### src/rtl/eth_rx_pkg.sv
// Shared definitions for the MII receive path.
// Contents:
//   rx_state_e   deframer FSM state encoding
//   CRC_*        IEEE 802.3 CRC-32 constants (reflected form, LSB first)
//   ERR_*        bit positions inside the rx_err status word
//   crc32_d8     one-byte CRC-32 update, LSB of the byte first
package eth_rx_pkg;

    localparam logic [31:0] CRC_POLY_R  = 32'hEDB88320;
    localparam logic [31:0] CRC_INIT    = 32'hFFFFFFFF;
    // Register value left after running data plus its own FCS through the CRC
    localparam logic [31:0] CRC_RESIDUE = 32'hDEBB20E3;

    localparam int ERR_ODD      = 0;
    localparam int ERR_RUNT     = 1;
    localparam int ERR_OVERSIZE = 2;
    localparam int ERR_RXER     = 3;

    typedef enum logic [2:0] {
        ST_WAIT_IDLE = 3'd0,
        ST_IDLE      = 3'd1,
        ST_PREAMBLE  = 3'd2,
        ST_DATA      = 3'd3,
        ST_DONE      = 3'd4,
        ST_DROP      = 3'd5
    } rx_state_e;

    function automatic logic [31:0] crc32_d8(input logic [31:0] crc, input logic [7:0] data);
        logic [31:0] c;
        c = crc;
        for (int i = 0; i < 8; i++) begin
            c = (c[0] ^ data[i]) ? ((c >> 1) ^ CRC_POLY_R) : (c >> 1);
        end
        return c;
    endfunction

endpackage

### src/rtl/eth_crc32_d8_chk.sv
// Byte-wide CRC-32 accumulator used to check the Ethernet FCS.
// Ports:
//   clk   in   clock
//   rst   in   synchronous reset, active-high (loads all-ones)
//   clr   in   reload all-ones (start of a new frame)
//   en    in   fold data into the CRC this clock
//   data  in   byte to fold in, LSB first
//   crc   out  current CRC register (no final inversion)
module eth_crc32_d8_chk
    import eth_rx_pkg::*;
(
    input  logic        clk,
    input  logic        rst,
    input  logic        clr,
    input  logic        en,
    input  logic [7:0]  data,
    output logic [31:0] crc
);

    // CRC register: reset/clear to all-ones, otherwise fold in enabled bytes
    always_ff @(posedge clk) begin
        if (rst) begin
            crc <= CRC_INIT;
        end else if (clr) begin
            crc <= CRC_INIT;
        end else if (en) begin
            crc <= crc32_d8(crc, data);
        end else begin
            crc <= crc;
        end
    end

endmodule

### src/rtl/mii_rx_frame_deframer.sv
// MII receive front end: strips preamble/SFD, packs LSN-first nibbles into
// bytes, checks the FCS and reports one status strobe per frame.
// Ports:
//   clk, rst               MII RX clock, synchronous active-high reset
//   eth_rxdv/rxer/rx_data  MII RX pins
//   rx_byte, rx_byte_vld   assembled byte and its 1-clk strobe
//   rx_sop                 marks the first byte of a frame
//   rx_done                1-clk end-of-frame strobe
//   rx_len/fcs_ok/err      frame status, updated with rx_done and held
module mii_rx_frame_deframer
    import eth_rx_pkg::*;
#(
    parameter int MIN_FRAME = 64,
    parameter int MAX_FRAME = 1518,
    parameter int LEN_W     = 16
) (
    input  logic             clk,
    input  logic             rst,
    input  logic             eth_rxdv,
    input  logic             eth_rxer,
    input  logic [3:0]       eth_rx_data,
    output logic [7:0]       rx_byte,
    output logic             rx_byte_vld,
    output logic             rx_sop,
    output logic             rx_done,
    output logic [LEN_W-1:0] rx_len,
    output logic             rx_fcs_ok,
    output logic [3:0]       rx_err
);

    localparam logic [LEN_W-1:0] CNT_SAT = {LEN_W{1'b1}};

    rx_state_e        state_r;
    rx_state_e        state_nxt_s;
    logic             rxdv_r;
    logic             rxer_r;
    logic [3:0]       rxd_r;
    logic [3:0]       lo_nib_r;
    logic             phase_hi_r;
    logic [LEN_W-1:0] cnt_r;
    logic             sop_pend_r;
    logic             oversize_r;
    logic             rxer_seen_r;
    logic [31:0]      crc_s;
    logic             nib_vld_s;
    logic             byte_done_s;
    logic             over_s;
    logic             byte_emit_s;
    logic             frame_end_s;
    logic             enter_data_s;
    logic             crc_clr_s;
    logic [LEN_W-1:0] cnt_nxt_s;
    logic [3:0]       err_s;

    // Input capture; left free-running through reset so that rxdv_r shows a
    // frame already on the wire the moment reset is released
    always_ff @(posedge clk) begin
        rxdv_r <= eth_rxdv;
        rxer_r <= eth_rxer;
        rxd_r  <= eth_rx_data;
    end

    // FSM state register
    always_ff @(posedge clk) begin
        if (rst) begin
            state_r <= ST_WAIT_IDLE;
        end else begin
            state_r <= state_nxt_s;
        end
    end

    // FSM next-state logic
    always_comb begin
        state_nxt_s = state_r;
        case (state_r)
            ST_WAIT_IDLE: state_nxt_s = rxdv_r ? ST_WAIT_IDLE : ST_IDLE;
            ST_IDLE: begin
                if (rxdv_r) begin
                    state_nxt_s = (rxd_r == 4'h5) ? ST_PREAMBLE : ST_DROP;
                end else begin
                    state_nxt_s = ST_IDLE;
                end
            end
            ST_PREAMBLE: begin
                if (!rxdv_r) begin
                    state_nxt_s = ST_IDLE;
                end else if (rxd_r == 4'h5) begin
                    state_nxt_s = ST_PREAMBLE;
                end else if (rxd_r == 4'hD) begin
                    state_nxt_s = ST_DATA;
                end else begin
                    state_nxt_s = ST_DROP;
                end
            end
            ST_DATA:  state_nxt_s = rxdv_r ? ST_DATA : ST_DONE;
            ST_DONE:  state_nxt_s = ST_IDLE;
            ST_DROP:  state_nxt_s = rxdv_r ? ST_DROP : ST_IDLE;
            default:  state_nxt_s = ST_WAIT_IDLE;
        endcase
    end

    // Datapath decode: byte completion, MAX_FRAME suppression, status word
    always_comb begin
        nib_vld_s    = (state_r == ST_DATA) && rxdv_r;
        byte_done_s  = nib_vld_s && phase_hi_r;
        // The byte that would make the count exceed MAX_FRAME is already suppressed
        over_s       = (cnt_r >= LEN_W'(MAX_FRAME));
        byte_emit_s  = byte_done_s && !over_s;
        frame_end_s  = (state_r == ST_DATA) && !rxdv_r;
        enter_data_s = (state_r == ST_PREAMBLE) && (state_nxt_s == ST_DATA);
        crc_clr_s    = (state_nxt_s == ST_IDLE) && (state_r != ST_IDLE);
        cnt_nxt_s    = (cnt_r == CNT_SAT) ? cnt_r : (cnt_r + 1'b1);
        err_s               = 4'b0000;
        err_s[ERR_ODD]      = phase_hi_r;
        err_s[ERR_RUNT]     = (cnt_r < LEN_W'(MIN_FRAME));
        err_s[ERR_OVERSIZE] = oversize_r;
        err_s[ERR_RXER]     = rxer_seen_r;
    end

    // Per-frame bookkeeping: nibble phase, byte count, flags
    always_ff @(posedge clk) begin
        if (rst) begin
            lo_nib_r    <= 4'h0;
            phase_hi_r  <= 1'b0;
            cnt_r       <= '0;
            sop_pend_r  <= 1'b0;
            oversize_r  <= 1'b0;
            rxer_seen_r <= 1'b0;
        end else if (enter_data_s) begin
            phase_hi_r  <= 1'b0;
            cnt_r       <= '0;
            sop_pend_r  <= 1'b1;
            oversize_r  <= 1'b0;
            rxer_seen_r <= 1'b0;
        end else if (nib_vld_s) begin
            phase_hi_r <= ~phase_hi_r;
            if (!phase_hi_r) begin
                lo_nib_r <= rxd_r;
            end
            if (byte_done_s) begin
                cnt_r <= cnt_nxt_s;
            end
            if (byte_done_s && over_s) begin
                oversize_r <= 1'b1;
            end
            if (byte_emit_s) begin
                sop_pend_r <= 1'b0;
            end
            if (rxer_r) begin
                rxer_seen_r <= 1'b1;
            end
        end
    end

    // Registered byte stream and frame status outputs
    always_ff @(posedge clk) begin
        if (rst) begin
            rx_byte     <= 8'h00;
            rx_byte_vld <= 1'b0;
            rx_sop      <= 1'b0;
            rx_done     <= 1'b0;
            rx_len      <= '0;
            rx_fcs_ok   <= 1'b0;
            rx_err      <= 4'b0000;
        end else begin
            rx_byte_vld <= byte_emit_s;
            rx_sop      <= byte_emit_s && sop_pend_r;
            rx_done     <= frame_end_s;
            if (byte_emit_s) begin
                rx_byte <= {rxd_r, lo_nib_r};
            end
            if (frame_end_s) begin
                rx_len    <= cnt_r;
                rx_fcs_ok <= (crc_s == CRC_RESIDUE) && !phase_hi_r;
                rx_err    <= err_s;
            end
        end
    end

    eth_crc32_d8_chk u_crc (
        .clk  (clk),
        .rst  (rst),
        .clr  (crc_clr_s),
        .en   (byte_emit_s),
        .data ({rxd_r, lo_nib_r}),
        .crc  (crc_s)
    );

endmodule
### config.mk
export PLATFORM = sky130hd
export DESIGN_NAME = mii_rx_frame_deframer
export DESIGN_NICKNAME = d
export VERILOG_FILES = /design/src/rtl/eth_rx_pkg.sv /design/src/rtl/eth_crc32_d8_chk.sv /design/src/rtl/mii_rx_frame_deframer.sv
export SDC_FILE = /design/constraint.sdc
export NUM_CORES = 1
export LEC_CHECK = 0
export BUFFER_PORTS_ARGS = -buffer_cell sky130_fd_sc_hd__clkbuf_2
export CAP_MARGIN = 40
export CORE_ASPECT_RATIO = 0.75
export CORE_UTILIZATION = 45
export CTS_CLUSTER_SIZE = 40
export DETAILED_ROUTE_END_ITERATION = 7
export HOLD_SLACK_MARGIN = 0.1
export PLACE_DENSITY = 0.77
export SLEW_MARGIN = 15
export SYNTH_ARGS = -nofsm -noshare
export SYNTH_HDL_FRONTEND = slang
export SYNTH_HIERARCHICAL = 1
export SYNTH_SLANG_ARGS = --single-unit
### constraint.sdc
create_clock -name clk -period 2 [get_ports clk]
set_input_delay 0.4 -clock clk [delete_from_list [all_inputs] [get_ports clk]]
set_output_delay 0.4 -clock clk [all_outputs]
set_load 0.005 [all_outputs]
; Word-level counts from Yosys, hierarchy flattened
; Index checks and enable logic that the tools add are counted.
[word_totals]
regBits = 97
output_inout_bits = 32
[op_classes]
add_sub_neg = 1
order_cmp = 2
eq_ne = 12
muxes = 20
bitwise_logic = 19
reduce_logical = 22
[ops]
columns = operator, count
row1 = 2-to-1 mux 32 bit, 8
row2 = inverter 13 -> 14 bit, 8
row3 = "== test 32 bit, second input constant", 1
row4 = 2-to-1 mux 3 bit, 7
row5 = case mux 3 bit (6 select lines), 1
row6 = "adder 16 x 1 -> 16 bit, second input constant", 1
row7 = "== test 16 bit, second input constant", 1
row8 = "greater-or-equal comparator 16 x 11 -> 1 bit, second input constant", 1
row9 = "< comparator 16 x 7 -> 1 bit, second input constant", 1
row10 = "== test 3 x 2 -> 1 bit, second input constant", 3
row11 = logical AND 1 bit, 9
row12 = XOR 1 bit, 8
row13 = "== test 3 x 1 -> 1 bit, second input constant", 2
row14 = "== test 3 bit, second input constant", 2
row15 = AND reduction 2 bit, 3
row16 = AND reduction 3 bit, 2
row17 = "== test 4 x 3 -> 1 bit, second input constant", 1
row18 = "== test 4 bit, second input constant", 1
row19 = 2-to-1 mux 1 bit, 4
row20 = nonzero test 2 bit, 2
row21 = OR reduction 2 bit, 2
row22 = zero test 1 bit, 3
row23 = zero test 3 bit, 1
row24 = "!= test 3 x 1 -> 1 bit, second input constant", 1
row25 = inverter 1 bit, 3

; Longest topological paths before layout
; Gate-level depths: netlist of run 1.
[depth]
word_depth = 16
mapped_depth = 11

; Hierarchy
; The synthesis of run 1 kept the hierarchy.
[by_module_without_submodules]
columns = module, n_inst, cells_per_inst, area_per_inst_um2, seq_area_each_um2
row1 = mii_rx_frame_deframer, 1, 323, 2776.4, 1301.2
row2 = eth_crc32_d8_chk, 1, 179, 2134.5, 640.6

; Worst setup path after synthesis of run 1
; Ideal clock, no wire load.
[synth_timing]
path_type = register to register
startpoint = register cnt_r[12]
endpoint = register u_crc.crc[1]
setup_ns = 0.141
t_arrival_ns = 2.095
t_required_ns = 1.859
slack_ns = -0.236
path_stages_with_launch = 10
n_path_buf = 3
period_less_slack_ns = 2.236
cell_sequence = dfxtp_1 or4_1 nor2_1 and4_1 buf_2 inv_1 clkbuf_1 clkbuf_1 nand2_1 o211ai_1
[synth_between]
elab_chain_cells = 3
[synth_rtl]
columns = element, line_no
row1 = "start, declared", mii_rx_frame_deframer.sv:40  ; logic [LEN_W-1:0] cnt_r;
row2 = "start signal, assigned", mii_rx_frame_deframer.sv:141  ; cnt_r <= cnt_nxt_s;
row3 = greater-or-equal comparator 16 x 11 -> 1 bit, mii_rx_frame_deframer.sv:107  ; over_s = (cnt_r >= LEN_W'(MAX_FRAME));
row4 = zero test 1 bit, mii_rx_frame_deframer.sv:108  ; byte_emit_s = byte_done_s && !over_s;
row5 = logical AND 1 bit, mii_rx_frame_deframer.sv:108
row6 = named net byte_emit_s, mii_rx_frame_deframer.sv:48  ; logic byte_emit_s;
row7 = "end signal, assigned", eth_crc32_d8_chk.sv:27  ; crc <= crc32_d8(crc, data);
row8 = "end signal, assigned", eth_crc32_d8_chk.sv:29  ; crc <= crc;
row9 = "end, declared", eth_crc32_d8_chk.sv:17  ; output logic [31:0] crc
; The timed path passes the listed nets, and every way through them passes these cells.
; A chain may end at the register's enable or synchronous reset.

; Final worst setup path of run 1
[layout_timing]
startpoint = register cnt_r[0]
endpoint = register u_crc.crc[25]
[layout_between]
elab_chain_cells = 3
[layout_rtl]
columns = element, line_no
row1 = greater-or-equal comparator 16 x 11 -> 1 bit, mii_rx_frame_deframer.sv:107
row2 = zero test 1 bit, mii_rx_frame_deframer.sv:108
row3 = logical AND 1 bit, mii_rx_frame_deframer.sv:108
; No other way between the ends.

==> results of run 1 <==
-- cells in the final DEF (no fill, tap or decap), types with 3 or more instances in the layout --
master and n:
xor2_1 10, nor3_1 7, dfxtp_2 4, or4_4 3, nand4b_1 3, a21oi_1 48
nor4_1 6, xnor2_4 8, xnor2_2 3, xnor3_1 14, o211ai_1 16, buf_4 46
dfxtp_1 93, nand2b_1 24, xor3_1 3, inv_1 4, o31ai_1 6, a211o_1 3
o21ai_0 22, xnor3_4 3, nand3b_1 4, clkbuf_2 39, nand2_1 70, a31oi_1 4
mux2i_1 11, xnor2_1 22, or4_1 7, clkbuf_16 9, nand3_1 8, nand4_1 6
nor2_1 17
-- kinds of logic (layout without fill, tap and decap cells) --
logic type	after synthesis	in the layout	share of synthesized area, %
AO/OA/AOI/OAI	109	109	13.02
XOR/XNOR	66	66	22.11
adder cells (fa/ha/maj)	3	3	0.7133
buffers and inverters	35	109	2.777
flip-flops	97	97	39.54
multiplexers	11	11	2.242
AND/OR/NAND/NOR	181	181	19.59
-- sequential cells by signal, indices dropped and copies added, names as in the netlist, 3 cells and up --
register	cells
u_crc/crc	32
lo_nib_r	4
rxd_r	4
rx_err	4
cnt_r	16
state_r	3
rx_byte	8
rx_len	16
-- metrics by stage --
| stage | cell area, um2 | total power (uW) | hold slack [ns] | worst slack, ns |
|---|---|---|---|---|
| finish | 5912 | 4115 | 0.1485 | 0.05456 |
| global route | 5912 | 4244 | 0.1429 | 0.005350 |
| CTS | 5878 | 4148 | 0.1385 | 0.01864 |
| detailed placement | 5545 | 2264 | 0.4486 | 0.02991 |
| global placement | 5545 | 2257 | 0.4420 | 0.1029 |
| floorplan | 4942 | 2191 | 0.4277 | 0.007799 |
-- power groups by stage --
stage | clock, uW | sequential (uW) | combinational (uW)
floorplan | 0 | 1990 | 196
detailed placement | 0 | 1990 | 270
global route | 2000 | 1950 | 293
global placement | 0 | 1990 | 263
finish | 1890 | 1950 | 277
CTS | 1930 | 1950 | 273
-- layer usage --
metal	vias up	routed length, um	track usage (%)
met3	22	1000	4.310
li1	1913	-	-
met2	171	5210	32.68
met4	0	265	9.553
met5	-	0	0
met1	1842	5740	33.15
-- path summary, 6_finish.rpt --
check / depth (start not counted) / endpoint
worst max-delay path: 9 / u_crc/crc[25]$_SDFFE_PP1P_
worst min-delay path: 1 / rxd_r[0]$_DFF_P_
worst max register to register: 9 / u_crc/crc[25]$_SDFFE_PP1P_
worst min register to register: 2 / rx_len[7]$_SDFFE_PP0P_
-- final cells by class --
class	count	area, um2	share of cell area, %
Timing Repair Buffer	87	571.8	9.672
Inverter	6	22.52	0.3810
Clock inverter	5	86.33	1.460
Sequential cell	97	1947	32.93
Tap cell	136	170.2	2.878
Multi-Input combinational cell	370	2872	48.57
Clock buffer	11	242.7	4.106
-- worst reg2reg max path, stage by stage (launching register included) --
cell and delay, ns:
dfxtp_2 0.34, inv_1 0.08, ha_1 0.15, o211ai_1 0.08, a211o_1 0.34, and4_4 0.19, buf_4 0.17, buf_12 0.16
nor3_1 0.24, a21oi_1 0.07
-- what timing repair did --
action | CTS | global route
pin swaps | 0 | 1
setup endpoints to repair | 1 | 39
setup buffers | 0 | 0
gates resized for setup | 1 | 11
==> reports/qor.csv, run 1 <==
stage;metric;value;unit
route;Routed WL;12.22;mm
die;IO Pins;40;
global_route;largest net degree at the start of global routing;30;
synth;Mapped Nets;512;
global_route;vias in the first global route;3766;
synth;Yosys top cell area share;39.54;%
power_and_ir_drop;switching share of power;21.79;%
synth;Seq cells post-synth;97;
synth;Post-synth EDFFs;0;
global_route;GRT Residual Overflow;0;
synth;most numerous cell in the Yosys netlist;dfxtp_1;
synth;Mapped Area;0.004911;mm2
clocking;clock-pin transition on the worst setup and hold timing paths;0.07;ns
route;final antenna-violating net count;0;
die;initial core utilization;46.99;%
route;via count;3948;
route;1st-iter DRT viols;295;
clocking;CTS tree;yes;
critical_path;critical path's top delay family;compound AO/OA/AOI/OAI gates;
layout;Post-Layout Cell Count;712;
power_and_ir_drop;internal power;3218;uW
sta;Tmin final;1.945;ns
sta;Highest Clock Rate;0.5140;GHz
route;drt first pass iters;5;
sta;final setup vio count;0;
layout;ant diodes;0;
synth;Mapped Avg Cell Area;9.783;um2
synth;top cells by area, synth;dfxtp_1 (40%), xnor3_1 (6.4%), nand2_1 (5.4%);
layout;share of cells above drive strength 1;23.78;%
worst_hold_path;Worst Min Path Start;eth_rx_data[0];
power_and_ir_drop;leakage;0.002346;uW
sta;final hold violation count;0;
power_and_ir_drop;Switch Pwr;896.6;uW
layout;net count of the finished layout;581;
sta;fin crit share;97.27;%
global_route;initial antenna violation count;0;
synth;Gate Count Post-Synth;502;
outcome;status;finished, final reports clean;
place;Placer Congestion;0.8926;
layout;# fillers;893;
clocking;CTS sink cnt;97;
critical_path;Setup crit start kind;flip-flop;
die;Die Ht;92.47;um
synth;post-synthesis sequential area ratio;39.54;%
power_and_ir_drop;PwrDens;696.0;mW/mm2
power_and_ir_drop;Comb power frac;6.7;%
sta;setup_tns;0;ns
power_and_ir_drop;Sequential Power Share;47.4;%
power_and_ir_drop;Worst IR Drop VDD;522.7;uV
die;Die Wd;122.6;um
synth;Yosys warnings;6;
critical_path;reg-to-reg setup timing slack;0.05;ns
critical_path;critical path arrival;2.17;ns
sta;Worst Skew;0.01245;ns
critical_path;Critical Path Max Stage Delay;0.34;ns
place;IO buf count;39;
clocking;Max Root-Sink Buffers;2;
global_route;All-Layer GR Usage;22.80;%
flow_run;Max Cap Viol;0;
power_and_ir_drop;Clk pwr share;45.9;%
layout;final core utilization;56.57;%
critical_path;critical path type;reg -> reg;
clocking;Worst-Skew Late Latency;0.35;ns
die;row count;32;
critical_path;slowest stage cell on the critical path;dfxtp_2;
synth;synth cell count leaders;dfxtp_1 (97), nand2_1 (70), a21oi_1 (48);
clocking;H-tree depth;3;
critical_path;Cell Chain, Critical Path;inv_1 > ha_1 > o211ai_1 > a211o_1 > and4_4 > buf_4 > buf_12 > nor3_1 > a21oi_1;
critical_path;CP Buf/Inv Count;3;
critical_path;CP startpoint;cnt_r[0]$_SDFFE_PP0P_;
route;mean number of vias per cell;5.545;
synth;Top FF cell, synth;dfxtp_1;
synth;synth unique cells;54;
die;core area;0.01045;mm2
clocking;clock root cell;clkbuf_16;
worst_hold_path;hold crit path type;in -> reg;
place;Placed Cells;696;
sta;max_slew headroom;64.08;%
critical_path;FF-to-FF Start;cnt_r[0]$_SDFFE_PP0P_;
place;Detail Placement HPWL;8.960;mm
layout;Area Growth Syn to Fin;20.38;%
clocking;TritonCTS buffer count;9;
critical_path;data required time at the worst endpoint;2.22;ns
route;Remaining DRCs;0;
sta;Slew Viols, Final;0;
critical_path;Crit. End Element;flip-flop;
sta;worst-margin pin slew;0.5388;ns
synth;cell taking the most area after synthesis;dfxtp_1;
critical_path;critical path fanouts, max;15;
route;WL/cell;17.16;um
sta;RSZ-0062 raised after global routing;false;
die;die area;0.01134;mm2
global_route;first-pass GRT wire length;19.49;mm
synth;fraction of registers with async set/reset;0;%
clocking;cts hold-fix bufs;0;
Note: power is estimated with default switching activity, not from simulation.
==> run 2: changes to the inputs <==
Settings changed: REMOVE_ABC_BUFFERS from default to 1.
==> run 2 against run 1 <==
Compared with the run above: the run now ends with setup timing left; sequential power about the same; setup slack got worse by 0.13 ns; register-to-register slack lost 0.13 ns; combinational power decreased by 5%; clock power down 8%; global-route usage shrank 0.94 points; total power shrank 3.8%; first-iteration DRC count increased by 13%; die area stayed put; critical endpoint is now u_crc/crc[29]$_SDFFE_PP1P_.
==> reports/qor.csv, run 2 (synthesis gave the netlist of run 1 again) <==
stage;metric;value;unit;change
clocking;TritonCTS buffer count;9;;unchanged
critical_path;Crit. End Element;flip-flop;;unchanged
route;1st-iter DRT viols;334;;was 295
critical_path;critical path fanouts, max;8;;was 15
sta;RSZ-0062 raised after global routing;true;;was false
power_and_ir_drop;Sequential Power Share;49.4;%;was 47.4%
global_route;All-Layer GR Usage;21.86;%;was 22.80%
critical_path;Critical Path Max Stage Delay;0.55;ns;was 0.34 ns
die;core area;0.01045;mm2;unchanged
clocking;H-tree depth;3;;unchanged
route;via count;4029;;was 3,948
critical_path;data required time at the worst endpoint;2.23;ns;was 2.22 ns
critical_path;critical path type;reg -> reg;;unchanged
layout;max reg flops;32;;unchanged
layout;commonest non-fill, non-tap cell in the layout;dfxtp_1;;unchanged
die;initial core utilization;46.99;%;unchanged
sta;Tmin final;2.078;ns;was 1.945 ns
critical_path;slowest stage cell on the critical path;or4_4;;was dfxtp_2
layout;top flop regs;u_crc/crc x32, cnt_r x16, rx_len x16;;unchanged
flow_run;Max Cap Viol;0;;unchanged
sta;fin crit share;103.9;%;was 97.27%
die;row count;32;;unchanged
layout;net count of the finished layout;588;;was 581
worst_hold_path;Worst Min Path Start;eth_rx_data[0];;unchanged
layout;commonest cells after routing, fill and taps aside;dfxtp_1 (91), nand2_1 (64), buf_4 (46);;was dfxtp_1 (93), nand2_1 (70), a21oi_1 (48)
place;Detail Placement HPWL;8.448;mm;was 8.960 mm
global_route;GRT Residual Overflow;0;;unchanged
worst_hold_path;WHS Path Cells;1;;unchanged
die;Die Wd;122.6;um;unchanged
power_and_ir_drop;Switch Pwr;885.3;uW;was 896.6 uW
route;Routed WL;12.34;mm;was 12.22 mm
route;wire length on met2;5.588;mm;was 5.210 mm
clocking;Worst-Skew Late Latency;0.35;ns;about the same
power_and_ir_drop;internal power;3072;uW;was 3218 uW
die;die area;0.01134;mm2;unchanged
outcome;status;finished, violations left;;was finished, final reports clean
sta;final setup vio count;11;;was 0
clocking;Max Root-Sink Buffers;2;;unchanged
power_and_ir_drop;leakage;0.002402;uW;was 0.002346 uW
route;final antenna-violating net count;0;;unchanged
sta;final hold violation count;0;;unchanged
clocking;CTS sink cnt;97;;unchanged
layout;ant diodes;0;;unchanged
power_and_ir_drop;Tot Pwr;3957;uW;was 4115 uW
outcome;failing checks;setup timing;;
critical_path;reg-to-reg setup timing slack;-0.08;ns;was 0.05 ns
critical_path;Setup crit start kind;flip-flop;;unchanged
route;mean number of vias per cell;5.611;;was 5.545
place;Placed Cells;692;;was 696
worst_hold_path;hold crit path type;in -> reg;;unchanged
power_and_ir_drop;Comb power frac;6.6;%;was 6.7%
die;IO Pins;40;;unchanged
global_route;initial antenna violation count;0;;unchanged
layout;# fillers;860;;was 893
critical_path;Cell Chain, Critical Path;or4_4 > nor2_4 > and4_4 > clkinvlp_4 > buf_12 > buf_12 > nor2_4 > a21oi_1;;was inv_1 > ha_1 > o211ai_1 > a211o_1 > and4_4 > buf_4 > buf_12 > nor3_1 > a21oi_1
critical_path;r2r endpoint;u_crc/crc[29]$_SDFFE_PP1P_;;was u_crc/crc[25]$_SDFFE_PP1P_
layout;Most flops, register;u_crc/crc;;unchanged
sta;max_slew headroom;64.13;%;was 64.08%
sta;worst setup margin;-0.07752;ns;was 0.05456 ns
global_route;vias in the first global route;3761;;was 3,766
worst_hold_path;Hold EP;rxd_r[0]$_DFF_P_;;unchanged
die;Die Ht;92.47;um;unchanged
critical_path;critical path arrival;2.31;ns;was 2.17 ns
power_and_ir_drop;Clk pwr share;44.0;%;was 45.9%
place;Placer Congestion;0.8935;;was 0.8926
sta;worst-margin pin slew;0.5380;ns;was 0.5388 ns
route;met3 routed WL;855;um;was 1.000 mm
global_route;largest net degree at the start of global routing;26;;was 30
route;max layer used;met4;;unchanged
power_and_ir_drop;PwrDens;651.6;mW/mm2;was 696.0 mW/mm2
clocking;clock-pin transition on the worst setup and hold timing paths;0.06;ns;was 0.07 ns
critical_path;Register-to-Register Path Depth;8;;was 9
layout;Area Growth Syn to Fin;23.67;%;was 20.38%
global_route;first-pass GRT wire length;19.10;mm;was 19.49 mm
sta;Slew Viols, Final;0;;unchanged
sta;Worst Skew;0.006598;ns;was 0.01245 ns
route;DRT met1 WL;5.728;mm;was 5.740 mm
place;IO buf count;39;;unchanged
layout;Post-Layout Cell Count;718;;was 712
critical_path;FF-to-FF Start;cnt_r[15]$_SDFFE_PP0P_;;was cnt_r[0]$_SDFFE_PP0P_
sta;Highest Clock Rate;0.4813;GHz;was 0.5140 GHz
route;drt first pass iters;5;;unchanged
route;Remaining DRCs;0;;unchanged
route;WL/cell;17.18;um;was 17.16 um
power_and_ir_drop;Worst IR Drop VDD;457.7;uV;was 522.7 uV
power_and_ir_drop;switching share of power;22.37;%;was 21.79%
layout;share of cells above drive strength 1;26.98;%;was 23.78%
clocking;clock root cell;clkbuf_16;;unchanged
clocking;CTS tree;yes;;unchanged
==> run 2: cell types whose count changed in the layout (fill, tap and decap cells not counted), moves of 3 or more <==
| cell | previous run | this run |
|---|---|---|
| a21oi_1 | 48 | 45 |
| nor2_4 | 1 | 5 |
| a21oi_2 | 0 | 3 |
| o21ai_0 | 22 | 19 |
| nand2_1 | 70 | 64 |
| nand2_2 | 0 | 4 |
| buf_6 | 1 | 4 |
| clkinvlp_4 | 0 | 3 |
| nor2_1 | 17 | 14 |
==> run 2: final cells by class <==
class	instances	area, um2	area share, %
Clock inverter	4	53.80	0.8859
Clock buffer	11	242.7	3.997
Tap cell	136	170.2	2.802
Sequential cell	97	1952	32.14
Multi-Input combinational cell	370	2933	48.29
Inverter	6	26.28	0.4326
Timing Repair Buffer	94	695.7	11.45
==> run 2: critical path: cells and delay by family (launching register included) <==
| family | cells | cell delay (ns) |
|---|---|---|
| buf+inv | 3 | 0.41 |
| simple gates | 4 | 1.11 |
| compound gates | 1 | 0.10 |
| flops | 1 | 0.33 |
==> run 2: how the worst max path moves through the flow <==
| stage | from | endpoint |
|---|---|---|
| floorplan | state_r[0]$_SDFF_PP0_ | u_crc/crc[29]$_SDFFE_PP1P_ |
| global placement | cnt_r[12]$_SDFFE_PP0P_ | u_crc/crc[0]$_SDFFE_PP1P_ |
| detailed placement | cnt_r[12]$_SDFFE_PP0P_ | u_crc/crc[29]$_SDFFE_PP1P_ |
| CTS | cnt_r[3]$_SDFFE_PP0P_ | cnt_r[11]$_SDFFE_PP0P_ |
| global route | cnt_r[15]$_SDFFE_PP0P_ | u_crc/crc[29]$_SDFFE_PP1P_ |
| finish | cnt_r[15]$_SDFFE_PP0P_ | u_crc/crc[29]$_SDFFE_PP1P_ |
==> run 2: metal layers <==
layer  track usage, %  vias to the layer above
met4            6.199                        0
met3            4.680                       18
li1                 -                     1927
met1            31.70                     1920
met2            32.40                      164
met5                0                        -
==> run 2: timing repair <==
item,CTS,global route
gates resized for setup,2,43
hold buffers,0,0
cloned,0,2
pin swaps,0,9
buffers inserted,0,9
setup endpoints to repair,6,32
==> run 2: power by group through the flow <==
stage                     combinational, uW  clock [uW]  sequential, uW
after CTS                               255        1770            1950
final                                   263        1740            1950
after global placement                  250           0            2000
after detailed placement                254           0            2000
after floorplan                         176           0            2000
after global routing                    281        1860            1950
==> run 2: through the flow <==
stage	hold slack [ns]	instance area (um2)	setup WS [ns]	utilization [%]	setup TNS [ns]
5_1_grt	0.1393	6073	-0.1410	58.12	-2.050
3_3_place_gp	0.4420	5510	0.03846	52.73	0
6_report	0.1526	6073	-0.07752	58.12	-0.4148
4_1_cts	0.1445	5811	0.004525	55.60	0
2_1_floorplan	0.4255	4797	-0.9204	-	-25.55
3_5_place_dp	0.4469	5510	-0.009744	52.73	-0.01659
==> run 3: changes to the inputs <==
Settings changed: CORE_ASPECT_RATIO 0.75 to 1.4.
==> run 3 against run 2 <==
Compared with the run above: the run now ends clean; clock power about the same; combinational power up 2%; clock skew down 0.0027 ns; maximum frequency up 7.5%; sequential share of layout area up 0.98 points.
==> reports/qor.csv, run 3 (synthesis gave the netlist of run 1 again) <==
stage;metric;value;unit;change
power_and_ir_drop;leakage;0.002334;uW;was 0.002402 uW
worst_hold_path;Worst Min Path Start;eth_rx_data[1];;was eth_rx_data[0]
clocking;CTS tree;yes;;unchanged
route;final antenna-violating net count;0;;unchanged
clocking;Max Root-Sink Buffers;2;;unchanged
layout;commonest cells after routing, fill and taps aside;dfxtp_1 (94), nand2_1 (70), a21oi_1 (47);;was dfxtp_1 (91), nand2_1 (64), buf_4 (46)
power_and_ir_drop;PwrDens;674.1;mW/mm2;was 651.6 mW/mm2
power_and_ir_drop;switching share of power;22.40;%;was 22.37%
clocking;TritonCTS buffer count;9;;unchanged
sta;max_slew headroom;63.61;%;was 64.13%
critical_path;data required time at the worst endpoint;2.27;ns;was 2.23 ns
route;Remaining DRCs;0;;unchanged
layout;final core utilization;55.87;%;was 58.12%
worst_hold_path;hold crit path type;in -> reg;;unchanged
power_and_ir_drop;Clk pwr share;43.9;%;was 44.0%
route;DRT met1 WL;4.674;mm;was 5.728 mm
worst_hold_path;Hold EP;rxd_r[1]$_DFF_P_;;was rxd_r[0]$_DFF_P_
sta;fin crit share;96.62;%;was 103.9%
place;Placed Cells;694;;was 692
clocking;clock-pin transition on the worst setup and hold timing paths;0.07;ns;was 0.06 ns
power_and_ir_drop;Worst IR Drop VDD;698.3;uV;was 457.7 uV
clocking;Worst-Skew Late Latency;0.34;ns;was 0.35 ns
power_and_ir_drop;Switch Pwr;886.9;uW;was 885.3 uW
die;die area;0.01134;mm2;about the same
power_and_ir_drop;Sequential Power Share;49.3;%;was 49.4%
outcome;status;finished, final reports clean;;was finished, violations left
power_and_ir_drop;internal power;3073;uW;was 3072 uW
route;max layer used;met4;;unchanged
layout;share of cells above drive strength 1;23.13;%;was 26.98%
die;core area;0.01052;mm2;was 0.01045 mm2
power_and_ir_drop;Comb power frac;6.8;%;was 6.6%
critical_path;Register-to-Register Path Depth;4;;was 8
global_route;largest net degree at the start of global routing;31;;was 26
sta;setup_tns;0;ns;was -0.4148 ns
sta;final setup vio count;0;;was 11
critical_path;r2r endpoint;cnt_r[11]$_SDFFE_PP0P_;;was u_crc/crc[29]$_SDFFE_PP1P_
critical_path;reg-to-reg setup timing slack;0.07;ns;was -0.08 ns
critical_path;Setup crit start kind;flip-flop;;unchanged
global_route;All-Layer GR Usage;21.23;%;was 21.86%
place;Placer Congestion;0.9300;;was 0.8935
route;drt first pass iters;5;;unchanged
sta;Slew Viols, Final;0;;unchanged
critical_path;Crit. End Element;flip-flop;;unchanged
clocking;CTS sink cnt;97;;unchanged
layout;ant diodes;0;;unchanged
flow_run;Max Cap Viol;0;;unchanged
layout;Post-Layout Cell Count;713;;was 718
critical_path;FF-to-FF Start;cnt_r[2]$_SDFFE_PP0P_;;was cnt_r[15]$_SDFFE_PP0P_
sta;worst-margin pin slew;0.5458;ns;was 0.5380 ns
layout;fin area;0.005874;mm2;was 0.006073 mm2
die;Die Ht;125.6;um;was 92.47 um
route;1st-iter DRT viols;249;;was 334
route;Routed WL;11.82;mm;was 12.34 mm
layout;Most flops, register;u_crc/crc;;unchanged
clocking;H-tree depth;3;;unchanged
global_route;first-pass GRT wire length;18.92;mm;was 19.10 mm
sta;Highest Clock Rate;0.5175;GHz;was 0.4813 GHz
layout;net count of the finished layout;580;;was 588
die;initial core utilization;46.70;%;was 46.99%
layout;# fillers;907;;was 860
sta;Tmin final;1.932;ns;was 2.078 ns
die;Die Wd;90.29;um;was 122.6 um
route;via count;3945;;was 4,029
clocking;clock root cell;clkbuf_16;;unchanged
sta;final hold violation count;0;;unchanged
die;row count;44;;was 32
global_route;vias in the first global route;3926;;was 3,761
critical_path;critical path type;reg -> reg;;unchanged
global_route;initial antenna violation count;0;;unchanged
place;Post-DP Area;0.005513;mm2;was 0.005510 mm2
place;IO buf count;39;;unchanged
critical_path;critical path fanouts, max;8;;unchanged
layout;commonest non-fill, non-tap cell in the layout;dfxtp_1;;unchanged
critical_path;critical path arrival;2.20;ns;was 2.31 ns
route;mean number of vias per cell;5.533;;was 5.611
layout;top flop regs;u_crc/crc x32, cnt_r x16, rx_len x16;;unchanged
route;wire length on met2;6.273;mm;was 5.588 mm
layout;max reg flops;32;;unchanged
global_route;GRT Residual Overflow;0;;unchanged
worst_hold_path;WHS Path Cells;1;;unchanged
route;WL/cell;16.58;um;was 17.18 um
route;met3 routed WL;437;um;was 855 um
die;IO Pins;40;;unchanged
place;Detail Placement HPWL;8.585;mm;was 8.448 mm
layout;Area Growth Syn to Fin;19.62;%;was 23.67%
sta;Worst Skew;0.003887;ns;was 0.006598 ns
sta;RSZ-0062 raised after global routing;true;;unchanged
run 3: cell types whose count changed in the layout (fill, tap and decap cells not counted), moves of 3 or more:
cell      previous run  this run
nand2_2              4         0
clkinv_2             0         4
nand2_1             64        70
nor2_4               5         0
buf_4               46        43
nor2_1              14        19
dfxtp_1             91        94
o21ai_0             19        22
run 3: layer usage:
metal,global-route usage [%],up-vias
met3,3.102,29
met4,12.14,0
met2,39.20,110
met5,0,-
li1,-,1903
met1,22.84,1903
run 3: timing repair:
action                                  4_1_cts  5_1_grt
gates resized for setup                       1       12
endpoints found under the setup margin        2       24
hold buffers                                  0        0
pin swaps                                     0        5
setup buffers                                 0        3
run 3: stage by stage:
stage	hold WS (ns)	power [uW]	setup WS [ns]
final	0.1551	3960	0.06756
after global routing	0.1494	4068	-0.006694
after CTS	0.1521	3966	0.005959
after detailed placement	0.4454	2262	-0.003631
after global placement	0.4400	2256	0.06673
after floorplan	0.4255	2175	-0.9204
run 3: final cells by class:
| type | instances | area, um2 | share of cell area, % |
|---|---|---|---|
| clock inverter | 6 | 57.56 | 0.9798 |
| clock buffer | 10 | 239.0 | 4.068 |
| multi-input combinational | 370 | 2861 | 48.71 |
| timing repair buffer | 86 | 575.6 | 9.798 |
| inverter | 6 | 22.52 | 0.3834 |
| tap | 138 | 172.7 | 2.939 |
| sequential | 97 | 1946 | 33.12 |
run 3: critical path, cell delays in order (launching register included):
cell and delay [ns]:
dfxtp_2 0.40, nand4_1 0.23, or4_4 0.59, or4_1 0.48, a21oi_1 0.15
run 3: worst max-delay path by stage:
stage | end | slack (ns) | from | depth (start not counted)
final | cnt_r[11]$_SDFFE_PP0P_ | 0.07 | cnt_r[2]$_SDFFE_PP0P_ | 4
after global routing | cnt_r[8]$_SDFFE_PP0P_ | -0.007 | state_r[2]$_SDFF_PP0_ | 5
after CTS | cnt_r[11]$_SDFFE_PP0P_ | 0.006 | cnt_r[2]$_SDFFE_PP0P_ | 4
after detailed placement | cnt_r[10]$_SDFFE_PP0P_ | -0.004 | cnt_r[1]$_SDFFE_PP0P_ | 5
after global placement | cnt_r[12]$_SDFFE_PP0P_ | 0.07 | state_r[2]$_SDFF_PP0_ | 4
after floorplan | u_crc/crc[29]$_SDFFE_PP1P_ | -0.92 | state_r[0]$_SDFF_PP0_ | 6
run 3: power groups by stage:
stage	Clock (uW)	Combinational (uW)	Sequential, uW
2_1_floorplan	0	176	2000
3_3_place_gp	0	261	1990
3_5_place_dp	0	266	2000
4_1_cts	1750	269	1950
5_1_grt	1830	289	1950
6_report	1740	269	1950
